==> src/rtl/axi_i2c_regif.sv <==
// axi_i2c_regif
//   AXI4-Lite register front-end of the AXI-to-I2C bridge. Software loads a
//   24-bit command into ADDR_DATA and writes START. The block then presents
//   the command with a valid level, a quiet gap and a trigger level, each held
//   for HOLD_CYCLES so a slow I2C-rate sampler sees it. It then waits for the
//   I2C stage to report an ack or a read byte, or gives up after
//   TIMEOUT_CYCLES. Completion is reflected in STATUS, RDATA and irq.
//
//   Ports
//     clk, resetn            system clock, asynchronous active-low reset
//     s_aw*/s_w*/s_b*        AXI4-Lite write address/data/response channels
//     s_ar*/s_r*             AXI4-Lite read address/data channels
//     addr_data_out          command word (ADDR_DATA register)
//     valid_addr_data_out    command-valid level
//     i2c_trigger            transaction trigger level
//     valid_data_ack(_valid) ack value / ack-valid level from I2C stage
//     rdata_in(_valid)       read byte / read-valid level from I2C stage
//     pending_wr/pending_rd  pending flags from I2C stage
//     irq                    STATUS.done & CTRL.irq_en
//
//   Register map (word address = addr[3:2])
//     0x0 ADDR_DATA RW[23:0]     0x4 CTRL  [0] START (W, reads 0) [1] irq_en
//     0x8 STATUS    RO + W1C on [1] done, [3] rvalid, [4] timeout
//         [0] busy [2] ack [5] pending_wr [6] pending_rd
//     0xC RDATA     RO[7:0]
module axi_i2c_regif #(
    parameter int unsigned HOLD_CYCLES    = 2000,
    parameter int unsigned TIMEOUT_CYCLES = 200000
) (
    input  logic        clk,
    input  logic        resetn,
    input  logic [3:0]  s_awaddr,
    input  logic        s_awvalid,
    output logic        s_awready,
    input  logic [31:0] s_wdata,
    input  logic [3:0]  s_wstrb,
    input  logic        s_wvalid,
    output logic        s_wready,
    output logic [1:0]  s_bresp,
    output logic        s_bvalid,
    input  logic        s_bready,
    input  logic [3:0]  s_araddr,
    input  logic        s_arvalid,
    output logic        s_arready,
    output logic [31:0] s_rdata,
    output logic [1:0]  s_rresp,
    output logic        s_rvalid,
    input  logic        s_rready,
    output logic [23:0] addr_data_out,
    output logic        valid_addr_data_out,
    output logic        i2c_trigger,
    input  logic        valid_data_ack,
    input  logic        valid_data_ack_valid,
    input  logic [7:0]  rdata_in,
    input  logic        rdata_in_valid,
    input  logic        pending_wr,
    input  logic        pending_rd,
    output logic        irq
);

    typedef enum logic [2:0] {
        S_IDLE,
        S_VALID,
        S_GAP,
        S_TRIG,
        S_WAIT
    } state_t;

    state_t      state, state_nxt;
    logic [31:0] cnt;
    logic        cnt_reload;
    logic        timeout_hit;

    logic [23:0] addr_data;
    logic [7:0]  rdata_reg;
    logic        irq_en, busy, done, ack, rvalid_flag, timeout;
    logic        pend_wr, pend_rd;
    logic        ack_valid_q, rdata_valid_q;
    logic        ack_rise, rd_rise;

    logic        wr_hs, rd_hs, wr_err, start_req;
    logic [1:0]  wr_addr;
    logic [31:0] rd_mux;
    logic        unused_bits;

    assign unused_bits = ^{s_awaddr[1:0], s_araddr[1:0], s_wdata[31:24], s_wstrb[3]};

    // Ready is combinational on valid; an outstanding response blocks the
    // next handshake, so ready is a single-cycle pulse per transaction.
    assign s_awready = s_awvalid & s_wvalid & ~s_bvalid;
    assign s_wready  = s_awready;
    assign wr_hs     = s_awready;
    assign wr_addr   = s_awaddr[3:2];
    assign s_arready = s_arvalid & ~s_rvalid;
    assign rd_hs     = s_arready;
    assign s_rresp   = 2'b00;

    assign start_req = wr_hs & ~busy & (wr_addr == 2'd1) & s_wstrb[0] & s_wdata[0];
    assign wr_err    = wr_hs & busy &
                       ((wr_addr == 2'd0) | ((wr_addr == 2'd1) & s_wstrb[0] & s_wdata[0]));

    assign ack_rise  = valid_data_ack_valid & ~ack_valid_q;
    assign rd_rise   = rdata_in_valid & ~rdata_valid_q;

    assign addr_data_out = addr_data;
    assign irq           = done & irq_en;

    always_ff @(posedge clk or negedge resetn) begin
        if (!resetn) begin
            state <= S_IDLE;
        end else begin
            state <= state_nxt;
        end
    end

    always_comb begin
        state_nxt           = state;
        cnt_reload          = 1'b0;
        timeout_hit         = 1'b0;
        valid_addr_data_out = 1'b0;
        i2c_trigger         = 1'b0;
        case (state)
            S_IDLE: begin
                cnt_reload = 1'b1;
                if (start_req) begin
                    state_nxt = S_VALID;
                end
            end
            S_VALID: begin
                valid_addr_data_out = 1'b1;
                if (cnt == HOLD_CYCLES - 1) begin
                    state_nxt  = S_GAP;
                    cnt_reload = 1'b1;
                end
            end
            S_GAP: begin
                if (cnt == HOLD_CYCLES - 1) begin
                    state_nxt  = S_TRIG;
                    cnt_reload = 1'b1;
                end
            end
            S_TRIG: begin
                i2c_trigger = 1'b1;
                if (cnt == HOLD_CYCLES - 1) begin
                    state_nxt  = S_WAIT;
                    cnt_reload = 1'b1;
                end
            end
            S_WAIT: begin
                if (ack_rise | rd_rise) begin
                    state_nxt  = S_IDLE;
                    cnt_reload = 1'b1;
                end else if (cnt == TIMEOUT_CYCLES - 1) begin
                    state_nxt   = S_IDLE;
                    cnt_reload  = 1'b1;
                    timeout_hit = 1'b1;
                end
            end
            default: begin
                state_nxt  = S_IDLE;
                cnt_reload = 1'b1;
            end
        endcase
    end

    always_ff @(posedge clk or negedge resetn) begin
        if (!resetn) begin
            cnt <= '0;
        end else if (cnt_reload) begin
            cnt <= '0;
        end else begin
            cnt <= cnt + 32'd1;
        end
    end

    always_comb begin
        rd_mux = '0;
        case (s_araddr[3:2])
            2'd0: rd_mux = {8'h00, addr_data};
            2'd1: rd_mux = {30'h0, irq_en, 1'b0};
            2'd2: rd_mux = {25'h0, pend_rd, pend_wr, timeout, rvalid_flag, ack, done, busy};
            2'd3: rd_mux = {24'h0, rdata_reg};
            default: rd_mux = '0;
        endcase
    end

    always_ff @(posedge clk or negedge resetn) begin
        if (!resetn) begin
            s_bvalid      <= 1'b0;
            s_bresp       <= 2'b00;
            s_rvalid      <= 1'b0;
            s_rdata       <= '0;
            addr_data     <= '0;
            rdata_reg     <= '0;
            irq_en        <= 1'b0;
            busy          <= 1'b0;
            done          <= 1'b0;
            ack           <= 1'b0;
            rvalid_flag   <= 1'b0;
            timeout       <= 1'b0;
            pend_wr       <= 1'b0;
            pend_rd       <= 1'b0;
            ack_valid_q   <= 1'b0;
            rdata_valid_q <= 1'b0;
        end else begin
            ack_valid_q   <= valid_data_ack_valid;
            rdata_valid_q <= rdata_in_valid;
            pend_wr       <= pending_wr;
            pend_rd       <= pending_rd;

            if (wr_hs) begin
                s_bvalid <= 1'b1;
                s_bresp  <= wr_err ? 2'b10 : 2'b00;
            end else if (s_bready) begin
                s_bvalid <= 1'b0;
            end

            if (rd_hs) begin
                s_rvalid <= 1'b1;
                s_rdata  <= rd_mux;
            end else if (s_rready) begin
                s_rvalid <= 1'b0;
            end

            if (wr_hs && !wr_err) begin
                case (wr_addr)
                    2'd0: begin
                        for (int unsigned i = 0; i < 3; i++) begin
                            if (s_wstrb[i]) begin
                                addr_data[8*i +: 8] <= s_wdata[8*i +: 8];
                            end
                        end
                    end
                    2'd1: begin
                        if (s_wstrb[0]) begin
                            irq_en <= s_wdata[1];
                        end
                    end
                    2'd2: begin
                        if (s_wstrb[0]) begin
                            if (s_wdata[1]) done        <= 1'b0;
                            if (s_wdata[3]) rvalid_flag <= 1'b0;
                            if (s_wdata[4]) timeout     <= 1'b0;
                        end
                    end
                    default: ;
                endcase
            end

            // Flag updates come after the W1C handling so a set in the same
            // cycle overrides the clear.
            if (start_req) begin
                busy        <= 1'b1;
                done        <= 1'b0;
                ack         <= 1'b0;
                rvalid_flag <= 1'b0;
                timeout     <= 1'b0;
            end

            if (state == S_WAIT) begin
                if (ack_rise) begin
                    ack <= valid_data_ack;
                end
                if (rd_rise) begin
                    rdata_reg   <= rdata_in;
                    rvalid_flag <= 1'b1;
                end
                if (ack_rise | rd_rise | timeout_hit) begin
                    done <= 1'b1;
                    busy <= 1'b0;
                end
                if (timeout_hit) begin
                    timeout <= 1'b1;
                end
            end
        end
    end

endmodule

==> config.mk <==
export PLATFORM = sky130hd
export DESIGN_NAME = axi_i2c_regif
export DESIGN_NICKNAME = d
export VERILOG_FILES = /design/src/rtl/axi_i2c_regif.sv
export SDC_FILE = /design/constraint.sdc
export NUM_CORES = 1
export LEC_CHECK = 0
export CAP_MARGIN = 20
export CORE_MARGIN = 1
export CORE_UTILIZATION = 48
export DETAILED_ROUTE_END_ITERATION = 8
export PLACE_DENSITY = 0.78
export SLEW_MARGIN = 20
export SYNTH_ARGS = -nofsm -noshare
export SYNTH_HDL_FRONTEND = slang
export SYNTH_SLANG_ARGS = --single-unit
==> constraint.sdc <==
create_clock -name clk -period 2.25 [get_ports clk]
set_clock_uncertainty 0.1 [all_clocks]
set_input_delay 0.3375 -clock clk [delete_from_list [all_inputs] [get_ports clk]]
set_output_delay 0.3375 -clock clk [all_outputs]
set_load 0.02 [all_outputs]
==> results.sh <==
export IMPL_status="completed"
export IMPL_synth_cell_types=39
export IMPL_syn_avg_cell_area_sq_um=11.5
export IMPL_synth_most_common_cell="dfrtp_1"
export IMPL_die_w_microns=100
export IMPL_layout_drive_gt1_share_pct=17.0
export IMPL_dr_total_vias=3491
export IMPL_max_freq_mhz=455
export IMPL_power_uw=4430
export IMPL_place_area_sq_mm=0.00597
export IMPL_powerDensity_mw_per_mm2=713
export IMPL_cts_sinks=104
export IMPL_cts_max_path_buffers=2
export IMPL_r2r_start="cnt[15]$_DFF_PN0_"
export IMPL_dr_first_iter_drc_count=138
export IMPL_crit_path_end_kind="register"
export IMPL_p_leak_uw=0.00275
export IMPL_grt_overflow_total=0
export IMPL_grt_pass1_wl_mm=17.0
export IMPL_r2r_end="cnt[2]$_DFF_PN0_"
export IMPL_routed_via_density=5.21
export IMPL_max_flop_register="cnt"
export IMPL_arrival_ns=2.35
export IMPL_ant_nets=0
export IMPL_port_buffers=107
export IMPL_synth_edf_count=0
export IMPL_seqPwrFrac_pct=50.1
export IMPL_cts_buffers=9
export IMPL_min_path_cells=1
export IMPL_fillCellCount=717
export IMPL_core_area_sq_mm=0.00928
export IMPL_firstDrtPassIters=4
export IMPL_synth_seq_cells=104
export IMPL_critPathMaxFanout=8
export IMPL_routed_wl_mm=10.5
export IMPL_syn_area_sq_mm=0.00461
export IMPL_cap_violations=0
export IMPL_wl_per_cell_microns=15.7
export IMPL_startpoint_type="register"
export IMPL_hold_end="pend_rd$_DFF_PN0_"
export IMPL_grt_max_degree=55
export IMPL_clk_latency_ns=0.36
export IMPL_combPwrFrac_pct=24.1
export IMPL_syn_inst=402
export IMPL_areaGrowthSynthToFinish_pct=34.6
export IMPL_synth_common_cells="dfrtp_1, nor2_1, mux2_2, nand2_1, xor2_1"
export IMPL_diodes=0
export IMPL_yosysTopAreaCell="dfrtp_1"
export IMPL_async_flop_share_pct=100
export IMPL_cts_htree_levels=3
export IMPL_num_nets_final=601
export IMPL_dieHeight_microns=100
export IMPL_r2r_cells=6
export IMPL_ir_drop_uv=310
export IMPL_min_path_type="in -> reg"
export IMPL_sw_frac_of_total_pct=30.2
export IMPL_yosys_warnings=0
export IMPL_min_period_ns=2.20
export IMPL_setup_viol=0
export IMPL_min_from="pending_rd"
export IMPL_finalMaxSlewViolations=0
export IMPL_dieArea_sq_mm=0.0100
export IMPL_utilization_pct=66.8
export IMPL_grt_antenna_before_repair=0
export IMPL_p_int_uw=3090
export IMPL_r2r_slack_ns=0.05
export IMPL_num_rows=35
export IMPL_crit_start="cnt[15]$_DFF_PN0_"
export IMPL_routabilityCongestion=0.873
export IMPL_seqCellArea_sq_mm=0.00260
export IMPL_initial_core_util_pct=49.7
export IMPL_grt_use_total_pct=21.6
export IMPL_cts_root_buffer="clkbuf_8"
export IMPL_synth_area_top_cells="dfrtp_1, mux2_2, xor2_1"
export IMPL_layout_setup_ws_ns=0.0530
export IMPL_largest_register_ffs=32
export IMPL_clk_pin_slew_worst_paths_ns=0.11
export IMPL_pre_cts_slack_ns=-0.0217
export IMPL_stdcell_area_sq_mm=0.00621
export IMPL_hpwl_mm=7.87
export IMPL_finalCritPeriodShare_pct=97.6
export IMPL_dpl_cell_count=653
export IMPL_critical_path_class="reg -> reg"
export IMPL_clockPowerShare_pct=25.8
export IMPL_grt_pass1_vias=3423
export IMPL_cts_tree="yes"
export IMPL_synth_top_area_share_pct=56.4
export IMPL_finalHoldViolations=0
export IMPL_critPathRequiredTime_ns=2.40
export IMPL_synth_ff_type="dfrtp_1"
export IMPL_ys_seq_area_share_pct=56.4
export IMPL_switching_power_uw=1340
export IMPL_stdcell_count=670
export IMPL_io_pin_count=132
export IMPL_multi_input_area_sq_mm=0.00190
export IMPL_drc=0
-- placed cells by master (no fill, tap or decap), drive strengths merged, types with 10 or more instances in the layout --
cell type / instances
a22o: 17
buf: 31
dfrtp: 104
nand3: 16
nor2: 47
nand4: 10
clkbuf: 10
clkdlybuf4s50: 106
a21oi: 10
o21ai: 15
nand2: 30
xor2: 23
conb: 11
mux2: 34
-- cell type report --
type / instances / area share (%)
repair buffers: 138 / 21.4
multi-input cells: 278 / 30.6
flip-flops and latches: 104 / 41.9
well taps: 129 / 2.60
clock buffers: 10 / 2.22
inverters: 5 / 0.302
clock inverters: 6 / 0.927
-- power groups by stage --
| stage | sequential, uW | clock, uW | combinational [uW] |
|---|---|---|---|
| after detailed placement | 2250 | 0 | 1080 |
| after CTS | 2220 | 1170 | 1080 |
| after global routing | 2240 | 1230 | 1140 |
| after floorplan | 2460 | 0 | 279 |
| after global placement | 2240 | 0 | 1050 |
| final | 2220 | 1140 | 1070 |
-- cell families after synthesis --
| family | Yosys count | share of synthesized area [%] |
|---|---|---|
| and+or+nand+nor | 148 | 16.5 |
| DFF | 104 | 56.4 |
| AOI/OAI and AO/OA | 46 | 6.84 |
| muxes | 41 | 10.1 |
| xor gates and xnor gates | 31 | 5.89 |
| buffers and inverters | 30 | 3.91 |
| adders and majority gates | 1 | 0.271 |
| other | 1 | 0.0813 |
-- how the worst max path moves through the flow --
stage	slack, ns	cells past startpoint	to
floorplan	0.19	6	cnt[12]$_DFF_PN0_
global placement	0.03	6	busy$_DFF_PN0_
detailed placement	-0.02	6	cnt[22]$_DFF_PN0_
CTS	0.02	6	cnt[3]$_DFF_PN0_
global route	-0.007	6	cnt[4]$_DFF_PN0_
finish	0.05	6	cnt[2]$_DFF_PN0_
-- layer usage --
layer	wire, microns	vias up	GRT usage (%)
met5	0	-	0
met4	61	0	5.02
met1	4730	1733	29.9
met3	556	7	3.83
li1	-	1659	-
met2	5200	92	35.9
-- what timing repair did --
item | in CTS | in global routing
hold buffers | 1 | 0
endpoints found under the setup margin | 30 | 29
pin swaps | 0 | 2
resized for setup | 2 | 4
hold endpoints to repair | 24 | 0
buffers inserted | 0 | 0
-- stage by stage --
stage	hold slack, ns	setup TNS (ns)
floorplan	-0.0581	0
global placement	0.168	0
detailed placement	0.171	-0.377
CTS	0.292	0
global route	0.289	-0.0167
finish	0.305	0
-- worst max-delay path, stage by stage (launching register included) --
cell     delay (ns)
dfrtp_1        0.42
or4_4          0.56
nor4_4         0.35
and4_4         0.28
o21ba_4        0.17
buf_4          0.16
nor2_1         0.05
Note: power is estimated with default switching activity, not from simulation.
==> edit (same flow settings) <==
Set the parameter `TIMEOUT_CYCLES` to 100000 (it was 200000).
--- a/src/rtl/axi_i2c_regif.sv
+++ b/src/rtl/axi_i2c_regif.sv
@@ -27,3 +27,3 @@
     parameter int unsigned HOLD_CYCLES    = 2000,
-    parameter int unsigned TIMEOUT_CYCLES = 200000
+    parameter int unsigned TIMEOUT_CYCLES = 100000
 ) (
Check against the original RTL: no difference found for any inputs over 4 cycles, from zero or initial values and one cycle with resetn low; that may be too few to reach the edited logic, so the function may still have changed.
==> edit against the unedited design <==
Final cell count is 2.4% lower. Maximum frequency up 6.4%. Total power grew 16%. Synthesized area grew 0.35%. Worst setup slack better by 0.13 ns. Sequential power is 9% higher. Sequential cell count stayed put. Count of clock-buffer cells in the layout is the same. Worst hold slack got worse by 0.0039 ns. Synthesized cell count is 0.25% higher. First-iteration DRC count grew 8.0%. Largest cell class unchanged. Design area decreased by 1.2%. Wire length shrank 3.0%.
==> edit: results <==
[status]
outcome = "finished clean"

[clock_tree]
cts.path.max_buffers = 2
cts_root_buf = "clkbuf_8"
cts_htree_levels = 3
worstSkewPairLatency_ns = 0.36
cts_made_buffers = 9
clk_pin_slew_ns = 0.10

[timing]
tightest_slew_ns = 1.04
whs_ns = 0.301
tns_ns = 0

[yosys]
synth_cell_types = 42
synth_xor_area_share_pct = 5.68
synth_adder_area_share_pct = 0.270
synth_compound_area_share_pct = 7.19
synth_top_cells_by_count = "dfrtp_1, nor2_1, mux2_2"
syn_area_per_cell_um2 = 11.5
async_reset_ff_share_pct = 100
ys_warn_count = 0
synth-seq-area-share_pct = 56.2
yosys-top-cells-area = "dfrtp_1, mux2_2, xor2_1"
muxShareOfSynthArea_pct = 10.0

[placement]
hpwl_mm = 7.37
gp_congestion = 0.811
postPlaceCellArea_um2 = 5860
pre_cts_slack_ns = 0.0877
numPlacedInstances = 638
io_buffers = 107

[critical_path]
cp_max_fo = 32
r2r_cells = 6
critPathArrivalTime_ns = 2.22
regToRegStartpoint = "cnt[7]$_DFF_PN0_"
r2r_end = "cnt[25]$_DFF_PN0_"

[route]
num_vias = 3398
drtPass1Iterations = 4
drt_iter0_drc = 149
wirelength_mm = 10.2

[pwr]
switching_share_pct = 29.6
ir_drop_v = 0.000340
power_leakage_nw = 2.83

[final_layout]
fin_nets = 586
final_cells = 654
drive_gt1_share_pct = 14.1
largest_reg_flops = 32
top_register = "cnt"
insertedDiodeCount = 0

[hold_path]
hold_path.class = "in2async"

[grt]
grt_max_degree = 41
antenna_found_initial = 0
overflow = 0
grt_pass1_wl_mm = 16.9
grtUsageTotal_pct = 21.5
-- edit: power by group through the flow --
stage / registers (mW) / clock network [mW] / logic [mW]
global placement: 2.42 / 0 / 1.31
CTS: 2.41 / 1.42 / 1.34
global route: 2.45 / 1.50 / 1.44
floorplan: 2.63 / 0 / 0.479
finish: 2.41 / 1.40 / 1.33
detailed placement: 2.45 / 0 / 1.34
-- edit: worst max-delay path by stage --
stage / start / to / slack [ns] / cells after the start
floorplan: s_bvalid$_DFFE_PN0P_ / addr_data_out[1]$_DFFE_PN0P_ / 0.26 / 4
global placement: s_araddr[2] / s_rdata[10]$_DFFE_PN0P_ / 0.09 / 3
detailed placement: s_araddr[2] / s_rdata[12]$_DFFE_PN0P_ / 0.09 / 3
CTS: s_bvalid$_DFFE_PN0P_ / s_awready / 0.01 / 3
global route: cnt[0]$_DFF_PN0_ / cnt[2]$_DFF_PN0_ / 0.07 / 7
finish: cnt[7]$_DFF_PN0_ / cnt[25]$_DFF_PN0_ / 0.18 / 6
-- edit: cell type report --
type                       instances  area, um2
clock buffer                      10        138
sequential                       104       2600
multi-input combinational        274       1870
inverter                          10       37.5
tap                              129        161
timing repair buffer             122       1210
clock inverter                     5        105
fill                             725       3150
-- edit: metal layers --
metal  vias up  GRT usage, %  part of all wire (%)
met5         -             0                     0
met4         0          8.25                   1.1
met3        11          3.13                   3.7
met2        96          35.6                    50
met1      1669          28.9                    46
li1       1622             -                     -
-- edit: timing repair --
action,in CTS,in global routing
gates resized for setup,1,4
endpoints found under the setup margin,1,8
hold endpoints to repair,17,0
setup buffers,0,0
hold buffers,1,0
-- edit: worst max-delay path, cell delays in order (launching register included) --
cell     delay [ns]
dfrtp_1        0.47
nand4_1        0.12
or4b_1         0.53
a22oi_2        0.18
and2_1         0.27
buf_12         0.22
nor2_1         0.07
